[src/rtl/fir_dline_ctrl.sv]
// fir_dline_ctrl -- circular delay-line controller for the W4823 FIR datapath.
// Writes each accepted sample at the head of a circular buffer held in an
// external single-port SRAM (registered qout), then streams the newest TAPS
// samples, newest first, to the MAC through a 2-entry skid FIFO that absorbs
// the SRAM read latency and output backpressure.
// Optional feature: define DLINE_CLEAR_EN to zero the whole SRAM after every
// reset before the first sample is accepted.
module fir_dline_ctrl #(
    parameter int ADDR_WIDTH = 4,
    parameter int DATA_WIDTH = 16,
    parameter int TAPS       = 16
) (
    input  logic                  clk,
    input  logic                  rst,
    input  logic [DATA_WIDTH-1:0] s_data,
    input  logic                  s_valid,
    output logic                  s_ready,
    output logic [DATA_WIDTH-1:0] m_data,
    output logic                  m_valid,
    input  logic                  m_ready,
    output logic                  m_last,
    output logic [ADDR_WIDTH-1:0] sram_addr,
    output logic [DATA_WIDTH-1:0] sram_din,
    output logic                  sram_wr,
    input  logic [DATA_WIDTH-1:0] sram_qout
);

    localparam logic [ADDR_WIDTH-1:0] LAST_K = ADDR_WIDTH'(TAPS - 1);

    typedef enum logic [2:0] {CLEAR, IDLE, WRITE, READ, DRAIN} state_t;

`ifdef DLINE_CLEAR_EN
    localparam state_t RESET_STATE = CLEAR;
`else
    localparam state_t RESET_STATE = IDLE;
`endif

    state_t                state, state_nxt;
    logic [ADDR_WIDTH-1:0] head;       // next write address
    logic [ADDR_WIDTH-1:0] base;       // address of the newest sample
    logic [ADDR_WIDTH-1:0] k;          // tap index of the next read
    logic [ADDR_WIDTH-1:0] clr_addr;   // sweep pointer used by CLEAR
    logic [DATA_WIDTH-1:0] sample;
    logic                  inflight;   // a read was issued last cycle
    logic                  tag;        // last flag travelling with that read

    logic [DATA_WIDTH-1:0] fifo_data [2];
    logic                  fifo_last [2];
    logic                  wr_ptr, rd_ptr;
    logic [1:0]            count;

    logic                  push, pop, issue;
    logic [2:0]            occupancy;

    // Handshake terms: a read may issue only if its data is guaranteed a FIFO slot.
    always_comb begin
        // NOTE: every signal written here gets a value before any branch, so no latch is inferred.
        push      = inflight;
        pop       = (count != 2'd0) && m_ready;
        occupancy = {1'b0, count} + {2'b00, inflight} - {2'b00, pop};
        issue     = (state == READ) && (occupancy < 3'd2);
    end

    // State register.
    always_ff @(posedge clk or posedge rst) begin
        // NOTE: sequential state uses non-blocking assignments so every register samples pre-edge values.
        if (rst) state <= RESET_STATE;
        else     state <= state_nxt;
    end

    // Next state and SRAM/input-side outputs; everything held quiet during reset.
    always_comb begin
        state_nxt = state;
        s_ready   = 1'b0;
        sram_wr   = 1'b0;
        sram_addr = '0;
        sram_din  = '0;
        case (state)
            CLEAR: begin
                sram_wr   = 1'b1;
                sram_addr = clr_addr;
                if (clr_addr == '1) state_nxt = IDLE;
            end
            IDLE: begin
                s_ready = 1'b1;
                if (s_valid) state_nxt = WRITE;
            end
            WRITE: begin
                sram_wr   = 1'b1;
                sram_addr = head;
                sram_din  = sample;
                state_nxt = READ;
            end
            READ: begin
                if (issue) begin
                    sram_addr = base - k;
                    if (k == LAST_K) state_nxt = DRAIN;
                end
            end
            DRAIN: begin
                // Leave as soon as the final beat is leaving and nothing is in flight.
                if (occupancy == 3'd0) state_nxt = IDLE;
            end
            default: state_nxt = IDLE;
        endcase
        if (rst) begin
            s_ready   = 1'b0;
            sram_wr   = 1'b0;
            sram_addr = '0;
            sram_din  = '0;
        end
    end

    // Pointers, tap index and read-tracking registers.
    always_ff @(posedge clk or posedge rst) begin
        if (rst) begin
            head     <= '0;
            base     <= '0;
            k        <= '0;
            clr_addr <= '0;
            sample   <= '0;
            inflight <= 1'b0;
            tag      <= 1'b0;
        end else begin
            inflight <= issue;
            if (state == CLEAR) clr_addr <= clr_addr + 1'b1;
            if (state == IDLE && s_valid) sample <= s_data;
            if (state == WRITE) begin
                base <= head;
                head <= head + 1'b1;
                k    <= '0;
            end
            if (issue) begin
                tag <= (k == LAST_K);
                k   <= k + 1'b1;
            end
        end
    end

    // Skid FIFO occupancy and pointers.
    always_ff @(posedge clk or posedge rst) begin
        if (rst) begin
            wr_ptr <= 1'b0;
            rd_ptr <= 1'b0;
            count  <= 2'd0;
        end else begin
            if (push) wr_ptr <= ~wr_ptr;
            if (pop)  rd_ptr <= ~rd_ptr;
            count <= count + {1'b0, push} - {1'b0, pop};
        end
    end

    // Skid FIFO storage, captured one cycle after each read issue.
    always_ff @(posedge clk) begin
        // NOTE: storage has no reset; count gates every read of it, so stale entries are never visible.
        if (push) begin
            fifo_data[wr_ptr] <= sram_qout;
            fifo_last[wr_ptr] <= tag;
        end
    end

    assign m_valid = (count != 2'd0);
    assign m_data  = m_valid ? fifo_data[rd_ptr] : '0;
    assign m_last  = m_valid && fifo_last[rd_ptr];

endmodule

[config.mk]
export PLATFORM = sky130hd
export DESIGN_NAME = fir_dline_ctrl
export DESIGN_NICKNAME = d
export VERILOG_FILES = /design/src/rtl/fir_dline_ctrl.sv
export SDC_FILE = /design/constraint.sdc
export NUM_CORES = 1
export LEC_CHECK = 0
export ABC_AREA = 1
export BUFFER_PORTS_ARGS = -buffer_cell sky130_fd_sc_hd__buf_2
export CAP_MARGIN = 10
export CORE_MARGIN = 10
export CORE_UTILIZATION = 46
export DETAILED_ROUTE_END_ITERATION = 16
export PLACE_DENSITY = 0.7
export SLEW_MARGIN = 30
export SYNTH_ARGS = -nofsm -noshare
export SYNTH_HDL_FRONTEND = slang
export SYNTH_SLANG_ARGS = --single-unit
[constraint.sdc]
create_clock -name clk -period 3.35 [get_ports clk]
set_clock_uncertainty 0.1 [all_clocks]
set_input_delay 0.67 -clock clk [delete_from_list [all_inputs] [get_ports clk]]
set_output_delay 0.67 -clock clk [all_outputs]
set_load 0.02 [all_outputs]
==> results of run 1 <==
## worst register-to-register path: cells and delay by family, from the launching register on
family	cells	cell delay [ps]
adder cells (fa/ha/maj)	3	910
AND/OR/NAND/NOR	6	520
flip-flops	1	390
buffers and inverters	2	210
AO/OA/AOI/OAI	1	160
## power breakdown
group	leakage [uW]	total [uW]	switching (uW)	internal, uW
clock network	0.000131	911	336	574
logic	0.00117	1670	1080	589
registers	0.000793	1370	145	1230
## state kept, by name, indices dropped and copies added (netlist names)
register	flops
base	4
clr_addr	4
count	2
fifo_data	32
fifo_last	2
head	4
inflight	1
k	4
rd_ptr	1
sample	16
state	3
tag	1
wr_ptr	1
## layout make-up
type,instances,area share (%)
clock buffer,10,3.03
clock inverter,6,3.26
inverter,53,4.72
multi-input combinational,212,26.4
sequential,75,48.6
tap,99,2.94
timing repair buffer,85,11.1
## layer usage
metal,GRT usage [%],part of all wire [%],routed length [um],vias up
met5,0,0,0,-
met3,4.45,6.9,490,10
li1,-,-,-,1288
met1,15.1,46,3250,1177
met2,20.6,46,3220,64
met4,4.93,1.4,102,0
## cell families (layout without fill, tap and decap cells)
family,count (synthesis),in the layout,synth area share (%)
AND/OR/NAND/NOR,140,140,17.7
AO/OA/AOI/OAI,52,52,7.76
flip-flops,75,75,60.5
adder cells (fa/ha/maj),10,10,4.14
buffers and inverters,63,154,7.35
XOR/XNOR,10,10,2.59
## layout by cell type (no fill, tap or decap), types with 9 or more instances in the layout
master / n
nand2_1: 78
buf_2: 71
inv_1: 50
dfrtp_1: 40
nor2_1: 38
a21oi_1: 38
edfxtp_1: 34
buf_4: 12
nand3_1: 9
o21ai_0: 9
clkbuf_8: 9
## worst paths after layout
check	startpoint	end	slack, ps	cells after the start
max	count[0]	sram_addr[2]	40	12
min	head[3]	head[3]	380	1
max reg2reg	count[0]	state[1]	980	12
min reg2reg	head[3]	head[3]	380	1
max in group asynchronous	rst	state[0]	2320	3
min in group asynchronous	rst	k[2]	460	3
## stage by stage
step	hold slack (ps)	instance area (sq um)	util, %
after floorplan	342	3390	-
after global placement	362	3880	53.8
after detailed placement	370	3880	53.8
after CTS	386	4220	58.5
after global routing	393	4220	58.5
final	382	4220	58.5
## timing repair
item	4_1_cts	5_1_grt
gates resized for setup	13	0
hold buffers	0	0
setup endpoints to repair	4	4
buffers inserted	4	0
pin swaps	9	3
==> impl_metrics.tcl, run 1 <==
set metrics [dict create \
    cts_buffers 9 \
    routed_wl_mm 7.06 \
    rsz0062_at_grt "true" \
    fin_nets 482 \
    clk_latency_ps 340 \
    synth_area_sq_um 3390 \
    pin_count 76 \
    maxCapViolCount 0 \
    cp_top_family "adder cells" \
    port_buffers 75 \
    cts_tree "yes" \
    synth.area.top_cells "edfxtp_1 (30%), dfrtp_1 (30%), nand2_1 (8.8%), a21oi_1 (5.9%), inv_1 (5.7%)" \
    row_count 31 \
    htreeDepth 3 \
    worstHoldPathType "register to register" \
    path_class "register to output port" \
    clk_pin_slew_worst_paths_ps 70 \
    p_per_area_nw_per_um2 937 \
    synth_seq_cells 75 \
    die_area_sq_um 11200 \
    slew_headroom_pct 54.4 \
    routed_via_density 4.70 \
    grt_pass1_vias 2598 \
    synthArstFlopShare_pct 54.7 \
    ff_latch_area_sq_um 2050 \
    slowest_stage "fa_1" \
    drive_gt1_share_pct 26.3 \
    crit_fanout 5 \
    fillers 649 \
    hold_viol_final 0 \
    finalWeightedCongestion 0.812 \
    ys_seq_area_share_pct 60.5 \
    cp-end-kind "output port" \
    stdcell_count 540 \
    worst-path-buf-inv 3 \
    multi_input_area_sq_um 1110 \
    irDropWorstVdd_v 0.000400 \
    fin_ws_ps 37.7 \
    setup_viol 0 \
    die_x_um 106 \
    period_share_pct 98.9 \
    ant_nets 0 \
    dpl.cell_count 520 \
    yosys_warnings 0 \
    wl_per_cell_um 13.1 \
    fin_setup_tns_ps 0 \
    grt_max_degree 42 \
    synth_top_area_share_pct 30.2 \
    core_sq_um 7210 \
    p_leak_uw 0.00209 \
    critPathLaunchType "register" \
    yosys.area.top_type "edfxtp_1" \
    initialDrtViolationCount 141 \
    clkSinkCount 75 \
    grtUsageTotal_pct 12.7 \
    timing.fmax_ghz 0.302 \
    cpPeakStageDelay_ps 480 \
    outcome "complete, no violations" \
    cp.arrival_ps 2540 \
    antenna_found_initial 0 \
    grt_overflow 0 \
    pre_cts_slack_ps -48.9 \
    num_antenna_cells 0 \
    p_total_uw 3950 \
    syn_avg_cell_area_sq_um 9.67 \
    synth-edff-count 34 \
    synthTopCellsByCount "nand2_1 (79), inv_1 (51), a21oi_1 (40), dfrtp_1 (40), nor2_1 (38)" \
    cts_max_path_buffers 2 \
    drv_slew 0 \
    drc 0 \
    hpwl_mm 5.08 \
    syn_inst 350 \
    first_pass_iters 4 \
    syn_nets 396 \
    synth_cell_types 29 \
    cp_cell_sequence "nor2_2, nor2_1, ha_1, inv_1, ha_2, fa_1, inv_2, nand3_4, nor2_8, nand2_1, a21oi_2, buf_6" \
    die_h_um 106 \
    initial_core_util_pct 46.9 \
    vias 2539 \
    layout_min_cycle_time_ps 3310 \
    worstMarginPinSlew_ps 683 \
    required_ps 2580 \
    area_growth_pct 24.6 \
    synth.most_common_cell "nand2_1" \
    cts-root-buf "clkbuf_8" \
    grt_pass1_wl_mm 11.7 \
    ys.flop_type "dfrtp_1" \
]
Power figures use the tool's default switching activity.
==> run 2: changes to the inputs <==
--- a/config.mk
+++ b/config.mk
@@ -10,6 +10,7 @@
 export CAP_MARGIN = 10
 export CORE_MARGIN = 10
 export CORE_UTILIZATION = 46
+export CTS_BUF_LIST = sky130_fd_sc_hd__clkbuf_2
 export DETAILED_ROUTE_END_ITERATION = 16
 export PLACE_DENSITY = 0.7
 export SLEW_MARGIN = 30
==> impl_metrics.tcl, run 2 (synthesized netlist as in run 1, its figures left out) <==
set metrics [dict create \
    core_sq_um 7210 \
    hold-path-endpoint "fifo_data[1][0]" \
    cp_cell_sequence "nor2_2, nor2_2, ha_1, inv_1, ha_2, fa_1, inv_2, nand3_4, nor2_8, nand2_1, a21oi_2, buf_4" \
    cts_tree "yes" \
    period_share_pct 106 \
    cts-root-buf "clkbuf_2" \
    timing.fmax_ghz 0.283 \
    cpPeakStageDelay_ps 480 \
    port_buffers 75 \
    rsz0062_at_grt "true" \
    irDropWorstVdd_v 0.000409 \
    setup_viol 4 \
    worst_hold_path.num_cells 1 \
    wl_met2_mm 3.24 \
    antenna_found_initial 0 \
    worstHoldStart "sram_qout[0]" \
    slowest_stage "fa_1" \
    cp_top_family "adder cells" \
    htreeDepth 3 \
    slew_headroom_pct 54.3 \
    p_total_uw 3780 \
    outcome "finished, violations left" \
    top_layer_used "met4" \
    largest_reg_flops 32 \
    routed-wl-met3_um 486 \
    failed_checks "negative setup slack" \
    ant_nets 0 \
    r2r_end "state[1]" \
    worstMarginPinSlew_ps 684 \
    finalWeightedCongestion 0.812 \
    r2r_slack_ps 940 \
    die_h_um 106 \
    path_class "register to output port" \
    ff2ff_path_depth 12 \
    first_pass_iters 4 \
    grtUsageTotal_pct 12.6 \
    ff_latch_area_sq_um 2050 \
    hpwl_mm 5.08 \
    maxCapViolCount 0 \
    initialDrtViolationCount 93 \
    routed_wl_mm 7.07 \
    cts_buffers 9 \
    drive_gt1_share_pct 27.4 \
    hold_viol_final 0 \
    fillers 658 \
    rr_startpoint "count[1]" \
    critPathLaunchType "register" \
    layout_min_cycle_time_ps 3540 \
    area_growth_pct 22.8 \
    initial_core_util_pct 46.9 \
    fin_ws_ps -189 \
    grt_pass1_wl_mm 11.7 \
    grt_max_degree 42 \
    pre_cts_slack_ps -48.9 \
    row_count 31 \
    cp-end-kind "output port" \
    grt_overflow 0 \
    critPathMostFrequentCell "nor2_2" \
    drc 0 \
    crit_cells 12 \
    worstHoldPathType "input pin to register" \
    cts_max_path_buffers 2 \
    met1Wirelength_mm 3.26 \
    num_antenna_cells 0 \
    crit_fanout 5 \
    worst-path-buf-inv 3 \
    clk_latency_ps 510 \
    regMostFlops "fifo_data" \
    grt_pass1_vias 2603 \
    required_ps 2580 \
    cts_hold_buf 0 \
    layout_common_cells "nand2_1 (77), buf_2 (71), inv_1 (50)" \
    wl_per_cell_um 13.1 \
    p_per_area_nw_per_um2 910 \
    vias 2573 \
    p_leak_uw 0.00207 \
    routed_via_density 4.76 \
    final_common_cell "nand2_1" \
    multi_input_area_sq_um 1130 \
    die_x_um 106 \
    pin_count 76 \
    clkSinkCount 75 \
    drv_slew 0 \
    cp.arrival_ps 2770 \
    die_area_sq_um 11200 \
    fin_nets 482 \
    clk_pin_slew_worst_paths_ps 230 \
    top_regs "fifo_data x32, sample x16" \
]
==> run 2: cell types whose count changed in the layout (fill, tap and decap cells not counted), moves of 2 or more <==
cell      change
clkbuf_8      -9
a21oi_1       -2
clkbuf_2     +10
a21oi_2       +2
==> run 2: metrics by stage <==
stage	utilization, %	setup TNS (ps)	hold WS [ps]	instance area, sq um	instances
CTS	57.4	-955	189	4140	540
global placement	53.8	0	362	3880	520
detailed placement	53.8	-122	370	3880	520
floorplan	-	0	342	3390	350
finish	57.6	-712	222	4160	540
global route	57.6	-1310	193	4160	540
==> run 2: what timing repair did <==
item	CTS	global route
hold endpoints to repair	0	0
pin swaps	9	5
setup buffers	4	0
endpoints found under the setup margin	4	4
resized for setup	13	5
==> run 2: power by group <==
group          switching (uW)  internal (uW)
clock                     324            404
sequential                145           1220
combinational            1090            596
total                    1560           2220
==> run 2: routing by layer <==
layer	track usage [%]	up-vias
met4	4.64	0
met1	15.2	1199
met2	20.5	72
li1	-	1293
met3	4.26	9
met5	0	-
==> run 2: area by class of cell <==
class / count / share of cell area [%]
Timing Repair Buffer: 85 / 11.3
Clock buffer: 10 / 1.20
Inverter: 53 / 4.79
Multi-Input combinational cell: 212 / 27.1
Sequential cell: 75 / 49.3
Tap cell: 99 / 2.98
Clock inverter: 6 / 3.31
==> run 2: worst register-to-register path: stages (launching register included) <==
cell and delay (ps):
dfrtp_1 440, nor2_2 150, nor2_2 60, ha_1 260, inv_1 40, ha_2 160
fa_1 480, buf_4 170, nor2_1 100, nand3_1 80, nand2_1 100, nand2_1 50
o21ai_0 160
==> run 2: worst max path at each step <==
| stage | endpoint | slack, ps | from |
|---|---|---|---|
| after floorplan | sram_din[10] | 60 | rst |
| after detailed placement | sram_addr[2] | -50 | m_ready |
| after global placement | sram_addr[3] | 40 | m_ready |
| after global routing | sram_addr[1] | -340 | count[1] |
| final | sram_addr[1] | -190 | count[1] |
| after CTS | sram_addr[3] | -250 | count[0] |
==> run 3: changes to the inputs <==
==> constraint.sdc (replaced) <==
create_clock -name clk -period 3.3 [get_ports clk]
set_clock_uncertainty 0.1 [all_clocks]
set_input_delay 0.66 -clock clk [delete_from_list [all_inputs] [get_ports clk]]
set_output_delay 0.66 -clock clk [all_outputs]
set_load 0.02 [all_outputs]
==> impl_metrics.tcl, run 3 (synthesized netlist as in run 1, its figures left out) <==
set metrics [dict create \
    required_ps 2540 \
    final_common_cell "nand2_1" \
    cp-end-kind "output port" \
    grt_pass1_wl_mm 12.0 \
    clkSinkCount 75 \
    drc 0 \
    worstHoldPathType "input pin to register" \
    cts_max_path_buffers 2 \
    fin_setup_tns_ps -989 \
    vias 2526 \
    htreeDepth 3 \
    wl_per_cell_um 13.3 \
    failed_checks "negative setup slack" \
    period_share_pct 108 \
    ant_nets 0 \
    p_per_area_nw_per_um2 914 \
    ff_latch_area_sq_um 2050 \
    timing.fmax_ghz 0.281 \
    grt_max_degree 42 \
    finalInstanceArea_sq_um 4160 \
    pin_count 76 \
    multi_input_area_sq_um 1140 \
    clk_pin_slew_worst_paths_ps 200 \
    layout_common_cells "nand2_1 (76), buf_2 (71), inv_1 (49)" \
    first_pass_iters 4 \
    crit_fanout 5 \
    port_buffers 75 \
    drv_slew 0 \
    largest_reg_flops 32 \
    setup_viol 4 \
    initial_core_util_pct 46.9 \
    routed_wl_mm 7.20 \
    slew_headroom_pct 54.8 \
    grtUsageTotal_pct 12.9 \
    die_area_sq_um 11200 \
    place_area_sq_um 3880 \
    area_growth_pct 22.8 \
    layout_min_cycle_time_ps 3560 \
    irDropWorstVdd_v 0.000418 \
    drive_gt1_share_pct 27.9 \
    worstMarginPinSlew_ps 677 \
    fin_nets 485 \
    routed_via_density 4.65 \
    regMostFlops "fifo_data" \
    finalWeightedCongestion 0.812 \
    row_count 31 \
    num_antenna_cells 0 \
    hold_viol_final 0 \
    antenna_found_initial 0 \
    grt_pass1_vias 2689 \
    grt_overflow 0 \
    core_sq_um 7210 \
    hpwl_mm 5.11 \
    cp.arrival_ps 2800 \
    maxCapViolCount 0 \
    p_leak_uw 0.00207 \
    cts-root-buf "clkbuf_2" \
    top_regs "fifo_data x32, sample x16" \
    outcome "finished, violations left" \
    cts_buffers 9 \
    die_x_um 106 \
    cts_tree "yes" \
    fin_ws_ps -259 \
    clk_latency_ps 510 \
    fillers 663 \
    critPathLaunchType "register" \
    die_h_um 106 \
    initialDrtViolationCount 120 \
    path_class "register to output port" \
    rsz0062_at_grt "true" \
]
## run 3: power breakdown
group	switching (uW)	total, uW	internal (uW)
clock	322	648	326
combinational	1130	1760	632
sequential	149	1390	1240
total	1600	3800	2200
## run 3: through the flow
| stage | utilization [%] | setup WS [ps] | instances | power, uW | hold WS (ps) |
|---|---|---|---|---|---|
| after floorplan | - | 31.0 | 350 | 2550 | 342 |
| after global placement | 53.8 | 7.20 | 520 | 2970 | 362 |
| after detailed placement | 53.8 | -77.5 | 520 | 3020 | 364 |
| after CTS | 57.0 | -295 | 540 | 3760 | 203 |
| after global routing | 57.6 | -428 | 543 | 4120 | 205 |
| final | 57.6 | -259 | 543 | 3800 | 232 |
## run 3: per-layer routing
metal / track usage (%) / part of all wire (%) / wire length [um] / vias up
met5: 0 / 0 / 0 / -
met4: 4.64 / 1.3 / 91 / 0
met3: 4.32 / 6.6 / 476 / 10
met2: 21.2 / 46 / 3330 / 61
met1: 15.3 / 46 / 3310 / 1162
li1: - / - / - / 1293
## run 3: path summary, 6_finish.rpt
check                        startpoint               to  slack (ps)  cells after the start
min reg2reg                     head[3]          head[3]         400                      1
max                            count[1]     sram_addr[3]        -260                     12
max reg2reg                    count[1]         state[1]         730                     13
max in group asynchronous           rst         state[0]        2420                      3
min in group asynchronous           rst          base[0]         290                      3
min                        sram_qout[0]  fifo_data[1][0]         230                      1
## run 3: layout make-up
cell class | count | area share [%]
Timing Repair Buffer | 88 | 11.7
Clock buffer | 9 | 1.08
Clock inverter | 7 | 2.77
Inverter | 53 | 4.79
Sequential cell | 75 | 49.3
Multi-Input combinational cell | 212 | 27.4
Tap cell | 99 | 2.98
## run 3: critical path: stages (launching register included)
cell and delay [ps]:
dfrtp_1 430, nor2_2 150, nor2_2 70, ha_1 280, inv_2 40, ha_4 150
fa_1 480, inv_2 90, nand3_4 100, nor2_8 140, nand3_2 80, a21oi_2 130
buf_4 150
## run 3: what timing repair did
item,CTS,global route
hold buffers,0,0
pin swaps,8,6
endpoints found under the setup margin,4,10
resized for setup,12,7
endpoints found under the hold margin,0,0
gates cloned,0,0
setup buffers,4,3
